[src/rtl/demux_1x2_stream_router.sv]
// Buffered valid/ready 1-to-2 demultiplexer: each input beat is steered by sel
// into one of two first-word-fall-through FIFOs that drain independently.
module demux_1x2_stream_router #(
    parameter int DATA_W = 8,
    parameter int DEPTH  = 4,
    parameter int CNT_W  = $clog2(DEPTH) + 1
) (
    input  logic              clk,
    input  logic              rst,
    input  logic [DATA_W-1:0] I,
    input  logic              sel,
    input  logic              in_valid,
    output logic              in_ready,
    output logic [DATA_W-1:0] y0,
    output logic              y0_valid,
    input  logic              y0_ready,
    output logic [DATA_W-1:0] y1,
    output logic              y1_valid,
    input  logic              y1_ready,
    output logic [CNT_W-1:0]  y0_count,
    output logic [CNT_W-1:0]  y1_count
);

    localparam int               PTR_W    = $clog2(DEPTH);
    localparam logic [CNT_W-1:0] FULL_CNT = CNT_W'(DEPTH);

    logic [DATA_W-1:0] mem0 [DEPTH];
    logic [DATA_W-1:0] mem1 [DEPTH];

    logic [PTR_W-1:0] wr_ptr0;
    logic [PTR_W-1:0] rd_ptr0;
    logic [PTR_W-1:0] wr_ptr1;
    logic [PTR_W-1:0] rd_ptr1;

    logic full0;
    logic full1;
    logic push0;
    logic push1;
    logic pop0;
    logic pop1;

    function automatic logic [CNT_W-1:0] next_count(
        input logic [CNT_W-1:0] cnt,
        input logic             push,
        input logic             pop
    );
        logic [CNT_W-1:0] res;
        case ({push, pop})
            2'b10:   res = cnt + CNT_W'(1);
            2'b01:   res = cnt - CNT_W'(1);
            default: res = cnt;
        endcase
        return res;
    endfunction

    // Acceptance looks only at the targeted FIFO's fullness; a pop in the same
    // cycle does not free a slot until the following cycle.
    assign full0    = (y0_count == FULL_CNT);
    assign full1    = (y1_count == FULL_CNT);
    assign in_ready = !rst && (sel ? !full1 : !full0);

    assign push0 = in_valid && in_ready && !sel;
    assign push1 = in_valid && in_ready && sel;
    assign pop0  = !rst && y0_valid && y0_ready;
    assign pop1  = !rst && y1_valid && y1_ready;

    assign y0_valid = (y0_count != '0);
    assign y1_valid = (y1_count != '0);
    assign y0       = y0_valid ? mem0[rd_ptr0] : '0;
    assign y1       = y1_valid ? mem1[rd_ptr1] : '0;

    always_ff @(posedge clk) begin
        if (rst) begin
            wr_ptr0  <= '0;
            rd_ptr0  <= '0;
            y0_count <= '0;
            wr_ptr1  <= '0;
            rd_ptr1  <= '0;
            y1_count <= '0;
        end else begin
            if (push0) wr_ptr0 <= PTR_W'(wr_ptr0 + 1'b1);
            if (pop0)  rd_ptr0 <= PTR_W'(rd_ptr0 + 1'b1);
            if (push1) wr_ptr1 <= PTR_W'(wr_ptr1 + 1'b1);
            if (pop1)  rd_ptr1 <= PTR_W'(rd_ptr1 + 1'b1);
            y0_count <= next_count(y0_count, push0, pop0);
            y1_count <= next_count(y1_count, push1, pop1);
        end
    end

    // Storage carries no reset; stale entries are masked by the counts.
    always_ff @(posedge clk) begin
        if (push0) mem0[wr_ptr0] <= I;
        if (push1) mem1[wr_ptr1] <= I;
    end

endmodule

[config.mk]
export PLATFORM = sky130hd
export DESIGN_NAME = demux_1x2_stream_router
export DESIGN_NICKNAME = d
export VERILOG_FILES = /design/src/rtl/demux_1x2_stream_router.sv
export SDC_FILE = /design/constraint.sdc
export NUM_CORES = 1
export LEC_CHECK = 0
export ABC_AREA = 1
export CORE_MARGIN = 2
export CORE_UTILIZATION = 35
export CTS_BUF_LIST = sky130_fd_sc_hd__clkbuf_2
export DETAILED_ROUTE_END_ITERATION = 6
export SYNTH_ARGS = -nofsm -noshare
export SYNTH_HDL_FRONTEND = slang
export SYNTH_SLANG_ARGS = --single-unit
[constraint.sdc]
create_clock -name clk -period 2.4 [get_ports clk]
set_input_delay 0.72 -clock clk [delete_from_list [all_inputs] [get_ports clk]]
set_output_delay 0.72 -clock clk [all_outputs]
set_load 0.01 [all_outputs]
==> flow_metrics.py, run 1 <==
metrics = {
    "run_status": {
        "status": "complete, no violations",
    },
    "route": {
        "vias": 2463,
        "first_pass_iters": 4,
        "route.detailed.drc": 0,
        "detail_route.iter0.violations": 63,
        "via_per_inst": 4.54,
        "routedWlPerCell_um": 13.3,
        "ant_nets": 0,
        "wirelength_um": 7220,
    },
    "critical_path": {
        "crit_type": "register to output port",
        "cp_max_fo": 3,
        "crit_buf_inv": 3,
        "crit_arrival_ns": 1.60,
        "cp.required_ns": 1.68,
        "crit_end": "y0[1]",
        "crit_chain": "buf_6 -> buf_4 -> nor2_1 -> nor2_1 -> o21ai_1 -> a21oi_2 -> buf_2",
        "reg2reg_depth": 13,
        "crit_path_max_incr_delay_ns": 0.40,
        "crit_path_top_delay_cell": "dfxtp_4",
        "start_kind": "register",
        "worst-path-stages": 7,
        "path_common_cell": "nor2_1",
        "r2r_start": "y0_count[1]",
        "r2r_slack_ns": 0.44,
        "crit_path_end_kind": "output port",
        "crit_family": "flip-flops",
        "regToRegEndpoint": "y0_count[2]",
    },
    "placement": {
        "hpwl_um": 4860,
        "gp_congestion": 0.729,
        "portBuffers": 38,
        "dp.cells": 512,
    },
    "layout": {
        "finalNetCount": 430,
        "area_growth_pct": 29.7,
        "layout.cells.non_filler": 542,
        "finalCoreUtilization": 0.463,
        "antenna_cells": 0,
        "drive_gt1_frac": 0.276,
        "layout_common_cells": "77 x nor2_1, 64 x edfxtp_1, 34 x buf_4, 28 x inv_1, 26 x a21oi_1",
        "final_common_cell": "nor2_1",
    },
    "grt": {
        "grt_usage": 0.146,
        "grt_pass1_wl_um": 11500,
        "antenna_found_initial": 0,
        "grt_overflow": 0,
        "grt_pass1_vias": 2351,
        "grt_max_degree": 17,
    },
    "die": {
        "io_pins": 39,
        "rows": 36,
        "core_area_sq_mm": 0.00968,
        "dieWidth_um": 103,
        "start_util": 0.357,
        "fp.dieH_um": 103,
        "dieArea_sq_mm": 0.0107,
    },
    "yosys": {
        "synth_cells": 320,
        "synth_top_cell_by_area": "edfxtp_1",
        "ys_warn_count": 0,
        "syn_area_sq_mm": 0.00346,
        "synth_area_leaders": "edfxtp_1 56%, dfxtp_1 10%, nor2_1 8.9%",
        "yosysSeqAreaShare": 0.660,
        "netlist.area_leader.share": 0.556,
        "synthesis.nets": 346,
        "avgSynthCellArea_sq_um": 10.8,
        "synth_seq_cells": 82,
        "ys_types": 21,
    },
    "clock_network": {
        "clockBufferDepth": 2,
        "cts_sinks": 82,
        "cts_tree": "done",
        "root_buffer": "clkbuf_2",
        "hold_buffers": 0,
        "clkLatencyLatePin_ns": 0.54,
        "clk_pin_slew_worst_paths_ns": 0.21,
        "h-tree-depth": 3,
        "cts_made_buffers": 9,
    },
    "timing": {
        "period_share": 0.967,
        "skew_ns": 0.0433,
        "post-route-min-period_ns": 2.32,
        "final_hold_viol_count": 0,
        "setup_violations": 0,
        "relSlewSlack": 0.794,
        "rsz0062_at_grt": "yes",
        "fmax_mhz": 431,
        "maxSlewViolCount": 0,
        "worstMarginPinSlew_ns": 0.308,
        "finalSetupTns_ns": 0,
    },
    "power_and_ir_drop": {
        "power.density_mw_per_mm2": 588,
        "p_leak_nw": 1.74,
        "power_w": 0.00264,
        "ir_drop_v": 0.000224,
    },
    "min_path": {
        "min_path_cells": 2,
        "hp-start": "rd_ptr1[1]",
        "min_path_type": "register to register",
    },
    "job": {
        "maxCapViolations": 0,
    },
}
-- kinds of logic (layout without fill, tap and decap cells) --
| kind of cell | after synthesis | after routing | synth area share |
|---|---|---|---|
| and+or+nand+nor | 109 | 109 | 0.135 |
| DFF | 82 | 82 | 0.660 |
| AOI/OAI and AO/OA | 71 | 71 | 0.103 |
| buffers and inverters | 46 | 135 | 0.0546 |
| adders and majority gates | 12 | 12 | 0.0478 |
-- routing by layer --
layer / wire (um) / up-vias / GRT usage
met4: 84 / 0 / 0.0516
met3: 265 / 8 / 0.0336
met5: 0 / - / 0
li1: - / 1247 / -
met2: 3640 / 42 / 0.241
met1: 3240 / 1166 / 0.189
-- registers in the layout (all words and copies together) (netlist names), named ones only --
name / count
mem0: 32
mem1: 32
y0_count: 3
y1_count: 3
rd_ptr0: 2
rd_ptr1: 2
wr_ptr0: 2
wr_ptr1: 2
-- tightest hold or removal path, stage by stage, from the launching register on --
cell and delay (ns):
dfxtp_1 0.36, inv_1 0.05, a21oi_1 0.07
-- cells in the mapped netlist --
cell type / count
a21oi_1: 30
buf_2: 5
buf_4: 2
clkbuf_2: 2
dfxtp_1: 18
edfxtp_1: 64
fa_1: 2
ha_1: 10
inv_1: 33
inv_2: 4
nand2_1: 11
nand2_2: 1
nand3_1: 5
nand3_2: 1
nand4_2: 1
nor2_1: 82
nor2_2: 5
nor2_4: 2
nor3_2: 1
o21ai_0: 40
o21ai_1: 1
-- worst min-delay path by stage --
| stage | end | slack (ns) |
|---|---|---|
| floorplan | register | 0.43 |
| finish | rd_ptr1[1] | 0.49 |
| global route | y0_count[1] | 0.47 |
| CTS | rd_ptr1[1] | 0.50 |
| global placement | rd_ptr0[1] | 0.45 |
| detailed placement | register | 0.47 |
-- timing repair --
action,4_1_cts,5_1_grt
cloned,0,0
resized for setup,94,42
setup endpoints to repair,19,18
pin swaps,8,16
buffers inserted,10,5
hold endpoints to repair,0,0
-- layout make-up --
cell class	instances	area [sq um]
Fill cell	909	5200
Timing Repair Buffer	82	708
Tap cell	133	166
Clock buffer	9	45.0
Clock inverter	7	75.1
Inverter	37	166
Multi-Input combinational cell	192	1030
Sequential cell	82	2300
-- power breakdown --
| group | switching, W | internal [W] |
|---|---|---|
| clock network | 0.000494 | 0.000250 |
| registers | 0.0000158 | 0.00155 |
| logic | 0.000173 | 0.000150 |
-- metrics by stage --
stage | hold slack, ns | setup slack, ns | instance area, sq um
final | 0.494 | 0.0784 | 4480
after global routing | 0.466 | -0.0870 | 4480
after CTS | 0.497 | 0.000309 | 4390
after detailed placement | 0.467 | -0.417 | 4220
after global placement | 0.449 | -0.366 | 4220
after floorplan | 0.433 | 0.179 | 3460
Power figures use the tool's default switching activity.
==> run 2: changes to the inputs <==
Settings changed: CORE_MARGIN 2 to 4, REMOVE_ABC_BUFFERS set to 1.
==> run 2 against run 1 <==
  * Flip-flop and latch count is the same
  * Clock skew shrank 0.026 ns
  * Non-clock buffer count shrank 1
  * Hold slack lost 0.016 ns
  * Critical endpoint is now y0[4]
==> flow_metrics.py, run 2 (synthesis results as in run 1) <==
metrics = {
    "critical_path": {
        "regToRegEndpoint": "y0_count[2]",
        "reg2reg_depth": 14,
        "start_kind": "register",
        "cp_max_fo": 5,
        "cp.required_ns": 1.68,
        "crit_type": "register to output port",
        "r2r_start": "y0_count[1]",
        "crit_path_end_kind": "output port",
        "crit_arrival_ns": 1.58,
        "r2r_slack_ns": 0.21,
    },
    "route": {
        "wirelength_um": 6950,
        "first_pass_iters": 4,
        "ant_nets": 0,
        "detail_route.iter0.violations": 89,
        "vias": 2411,
        "route.detailed.drc": 0,
        "via_per_inst": 4.45,
        "routedWlPerCell_um": 12.8,
    },
    "die": {
        "start_util": 0.357,
        "io_pins": 39,
        "rows": 36,
        "dieArea_sq_mm": 0.0115,
        "dieWidth_um": 107,
        "fp.dieH_um": 107,
        "core_area_sq_mm": 0.00968,
    },
    "timing": {
        "maxSlewViolCount": 0,
        "post-route-min-period_ns": 2.30,
        "period_share": 0.956,
        "skew_ns": 0.0170,
        "fmax_mhz": 436,
        "final_hold_viol_count": 0,
        "rsz0062_at_grt": "yes",
        "relSlewSlack": 0.799,
        "worstMarginPinSlew_ns": 0.301,
        "setup_violations": 0,
    },
    "power_and_ir_drop": {
        "power_w": 0.00257,
        "ir_drop_v": 0.000223,
        "power.density_mw_per_mm2": 578,
        "p_leak_nw": 1.71,
    },
    "min_path": {
        "min_path_type": "register to register",
        "min_path_cells": 2,
        "hp-start": "rd_ptr0[1]",
    },
    "layout": {
        "multi_input_area_sq_mm": 0.00104,
        "area_growth_pct": 28.5,
        "final_common_cell": "nor2_1",
        "regArea_sq_mm": 0.00230,
        "drive_gt1_frac": 0.281,
        "layout_common_cells": "74 x nor2_1, 64 x edfxtp_1, 35 x buf_4, 29 x a21oi_1, 28 x inv_1",
        "finalCoreUtilization": 0.459,
        "antenna_cells": 0,
        "largest_registers": "mem0 (32), mem1 (32)",
        "fillers": 897,
        "finalNetCount": 430,
    },
    "clock_network": {
        "cts_made_buffers": 9,
        "clkLatencyLatePin_ns": 0.49,
        "clockBufferDepth": 2,
        "hold_buffers": 0,
        "h-tree-depth": 3,
        "clk_pin_slew_worst_paths_ns": 0.21,
        "root_buffer": "clkbuf_2",
        "cts_sinks": 82,
        "cts_tree": "done",
    },
    "grt": {
        "antenna_found_initial": 0,
        "grt_pass1_wl_um": 11200,
        "grt_overflow": 0,
        "grt_max_degree": 17,
        "grt_usage": 0.126,
        "grt_pass1_vias": 2286,
    },
    "placement": {
        "hpwl_um": 4710,
        "gp_congestion": 0.748,
        "portBuffers": 38,
    },
    "job": {
        "maxCapViolations": 0,
    },
    "run_status": {
        "status": "complete, no violations",
    },
}
==> run 2: what timing repair did <==
item | in CTS | in global routing
setup endpoints to repair | 19 | 19
resized for setup | 80 | 53
gates cloned | 1 | 0
setup buffers | 6 | 3
pin swaps | 11 | 23
==> run 2: worst max-delay path, cell delays in order (launching register included) <==
cell	delay, ns
dfxtp_2	0.39
nor2_4	0.14
inv_4	0.06
nor2_4	0.16
buf_4	0.14
a21oi_1	0.04
buf_2	0.15
==> run 2: layout make-up <==
type	count	area share
Multi-Input combinational cell	193	0.235
Sequential cell	82	0.517
Tap cell	133	0.0374
Clock inverter	5	0.0124
Timing Repair Buffer	81	0.151
Clock buffer	11	0.0124
Inverter	37	0.0341
==> run 2: where the power goes <==
part           internal [W]  switching, W
clock network      0.000245      0.000445
logic              0.000137      0.000168
registers           0.00155     0.0000177
==> run 2: layer usage <==
metal	wire length (um)	share of wire	track usage
met4	79	0.011	0.0325
met5	0	0	0
met1	3270	0.47	0.170
met3	366	0.053	0.0390
met2	3230	0.46	0.198
==> run 2: per-stage QoR <==
step                      hold slack [ns]  instance area, sq um  TNS, ns  instances  setup WS, ns
after CTS                           0.486                  4400  -0.0350        539       -0.0263
after global routing                0.508                  4440   -0.323        542       -0.0579
final                               0.478                  4440        0        542         0.105
after floorplan                     0.433                  3410        0        311        0.0283
after global placement              0.447                  4240    -1.36        516        -0.346
after detailed placement            0.463                  4240    -2.17        516        -0.369
==> run 2: how the worst max path moves through the flow <==
| stage | depth (start not counted) | slack [ns] | start | endpoint |
|---|---|---|---|---|
| floorplan | 10 | 0.03 | rst | y0_count[2] |
| global placement | 7 | -0.35 | sel | in_ready |
| detailed placement | 13 | -0.37 | sel | y1_count[2] |
| CTS | 5 | -0.03 | register | y1[3] |
| global route | 6 | -0.06 | register | y1[1] |
| finish | 6 | 0.10 | y0_count[1] | y0[4] |
==> run 3: changes to the inputs <==
Settings changed: CORE_MARGIN 4 to 1, REMOVE_ABC_BUFFERS 1 to unset, SLEW_MARGIN set to 40.
==> run 3 against run 2 <==
  * Combinational power rose by 9.2%
  * Final cell count fell by 0.74%
  * Global-route usage rose by 2.0 points
  * Critical path type unchanged
  * Largest cell class unchanged
  * First-iteration DRC count fell by 26%
  * Power rose by 5.0%
  * Hold slack got worse by 0.0090 ns
  * Maximum frequency fell by 0.27%
  * Flip-flop and latch count did not move
  * Sequential power barely moved
==> flow_metrics.py, run 3 (synthesis results as in run 1) <==
metrics = {
    "run_status": {
        "status": "complete, no violations",
    },
    "die": {
        "dieWidth_um": 101,
        "core_area_sq_mm": 0.00942,
        "start_util": 0.367,
        "rows": 35,
        "io_pins": 39,
        "dieArea_sq_mm": 0.0103,
        "fp.dieH_um": 101,
    },
    "power_and_ir_drop": {
        "swShare": 0.229,
        "ir_drop_v": 0.000244,
        "seqPwrFrac": 0.584,
        "p_leak_nw": 1.78,
        "power.density_mw_per_mm2": 590,
        "power_switching_w": 0.000616,
        "p_int_w": 0.00208,
        "comb_power_share": 0.124,
        "clkPwrFrac": 0.292,
    },
    "critical_path": {
        "regToRegEndpoint": "y0_count[2]",
        "r2r_slack_ns": 0.40,
        "crit_path_top_delay_cell": "dfxtp_4",
        "crit_type": "register to output port",
        "start_kind": "register",
        "crit_path_max_incr_delay_ns": 0.45,
        "cp.required_ns": 1.68,
        "r2r_start": "y0_count[0]",
        "reg2reg_depth": 13,
        "crit_path_end_kind": "output port",
        "cp_max_fo": 5,
        "crit_arrival_ns": 1.58,
        "crit_chain": "clkbuf_16 -> nor2_2 -> nor2_1 -> o21ai_1 -> a21oi_1 -> buf_2",
    },
    "route": {
        "routedWlPerCell_um": 12.7,
        "ant_nets": 0,
        "first_pass_iters": 4,
        "via_per_inst": 4.44,
        "wirelength_um": 6860,
        "route.detailed.drc": 0,
        "detail_route.iter0.violations": 66,
        "vias": 2391,
    },
    "job": {
        "maxCapViolations": 0,
    },
    "clock_network": {
        "clk_pin_slew_worst_paths_ns": 0.20,
        "cts_sinks": 82,
        "clockBufferDepth": 2,
        "cts_made_buffers": 9,
        "hold_buffers": 0,
        "clkLatencyLatePin_ns": 0.49,
        "root_buffer": "clkbuf_2",
        "cts_tree": "done",
        "h-tree-depth": 3,
    },
    "layout": {
        "final_common_cell": "nor2_1",
        "finalNetCount": 430,
        "fillers": 851,
        "antenna_cells": 0,
        "largest_registers": "mem0 (32), mem1 (32)",
        "finalCoreUtilization": 0.485,
        "layout.cells.non_filler": 538,
        "layout_common_cells": "69 x nor2_1, 64 x edfxtp_1, 28 x inv_1, 28 x a21oi_1, 28 x buf_4",
        "drive_gt1_frac": 0.296,
        "area_growth_pct": 31.9,
        "postLayoutCellArea_sq_mm": 0.00456,
    },
    "timing": {
        "finalSetupTns_ns": 0,
        "worstMarginPinSlew_ns": 0.326,
        "post-route-min-period_ns": 2.30,
        "rsz0062_at_grt": "yes",
        "period_share": 0.959,
        "fmax_mhz": 435,
        "final_hold_viol_count": 0,
        "relSlewSlack": 0.782,
        "skew_ns": 0.0293,
        "maxSlewViolCount": 0,
        "setup_violations": 0,
    },
    "placement": {
        "portBuffers": 38,
        "placed_area_sq_mm": 0.00427,
        "dp.cells": 510,
        "gp_congestion": 0.701,
        "hpwl_um": 4590,
    },
    "grt": {
        "grt_pass1_wl_um": 11200,
        "antenna_found_initial": 0,
        "grt_max_degree": 15,
        "grt_overflow": 0,
        "grt_pass1_vias": 2296,
        "grt_usage": 0.146,
    },
    "min_path": {
        "min_path_type": "register to register",
        "hp-start": "rd_ptr1[1]",
        "min_path_cells": 2,
    },
}
-- run 3: worst max-delay path by stage --
stage,end,cells after the start
finish,y0[4],6
global route,y1[7],6
CTS,y1[1],6
detailed placement,y1_count[2],13
global placement,in_ready,7
floorplan,y0_count[2],10
-- run 3: through the flow --
stage	setup slack (ns)	power, W	hold WS [ns]
finish	0.0987	0.00269	0.469
global route	-0.0728	0.00281	0.481
CTS	0.000736	0.00271	0.472
detailed placement	-0.391	0.00190	0.455
global placement	-0.338	0.00190	0.449
floorplan	0.179	0.00173	0.433
-- run 3: area by class of cell --
class                   count  area [sq um]  area share
repair buffers             82           779       0.171
flip-flops and latches     82          2300       0.504
clock buffers              13          65.1      0.0143
multi-input cells         192          1050       0.230
inverters                  37           141      0.0310
well taps                 129           161      0.0354
clock inverters             3          65.1      0.0143
-- run 3: power groups by stage --
| stage | clock (W) | combinational (W) | sequential [W] |
|---|---|---|---|
| after global routing | 0.000860 | 0.000369 | 0.00158 |
| final | 0.000788 | 0.000334 | 0.00157 |
| after floorplan | 0 | 0.000134 | 0.00160 |
| after global placement | 0 | 0.000296 | 0.00160 |
| after CTS | 0.000813 | 0.000326 | 0.00157 |
| after detailed placement | 0 | 0.000297 | 0.00160 |
-- run 3: layer usage --
metal / global-route usage / vias up / wire (um)
met1: 0.191 / 1085 / 3270
met2: 0.237 / 55 / 3220
met4: 0.0502 / 0 / 46
li1: - / 1247 / -
met3: 0.0380 / 4 / 318
met5: 0 / - / 0
-- run 3: repair_timing --
item | CTS | global route
gates cloned | 0 | 1
buffers inserted | 10 | 1
endpoints found under the setup margin | 19 | 18
pin swaps | 5 | 23
gates resized for setup | 91 | 50
-- run 3: worst max-delay path, delay by kind of cell (launching register included) --
family,cells,cell delay (ns)
flops,1,0.45
buf+inv,2,0.31
compound gates,2,0.21
simple gates,2,0.13
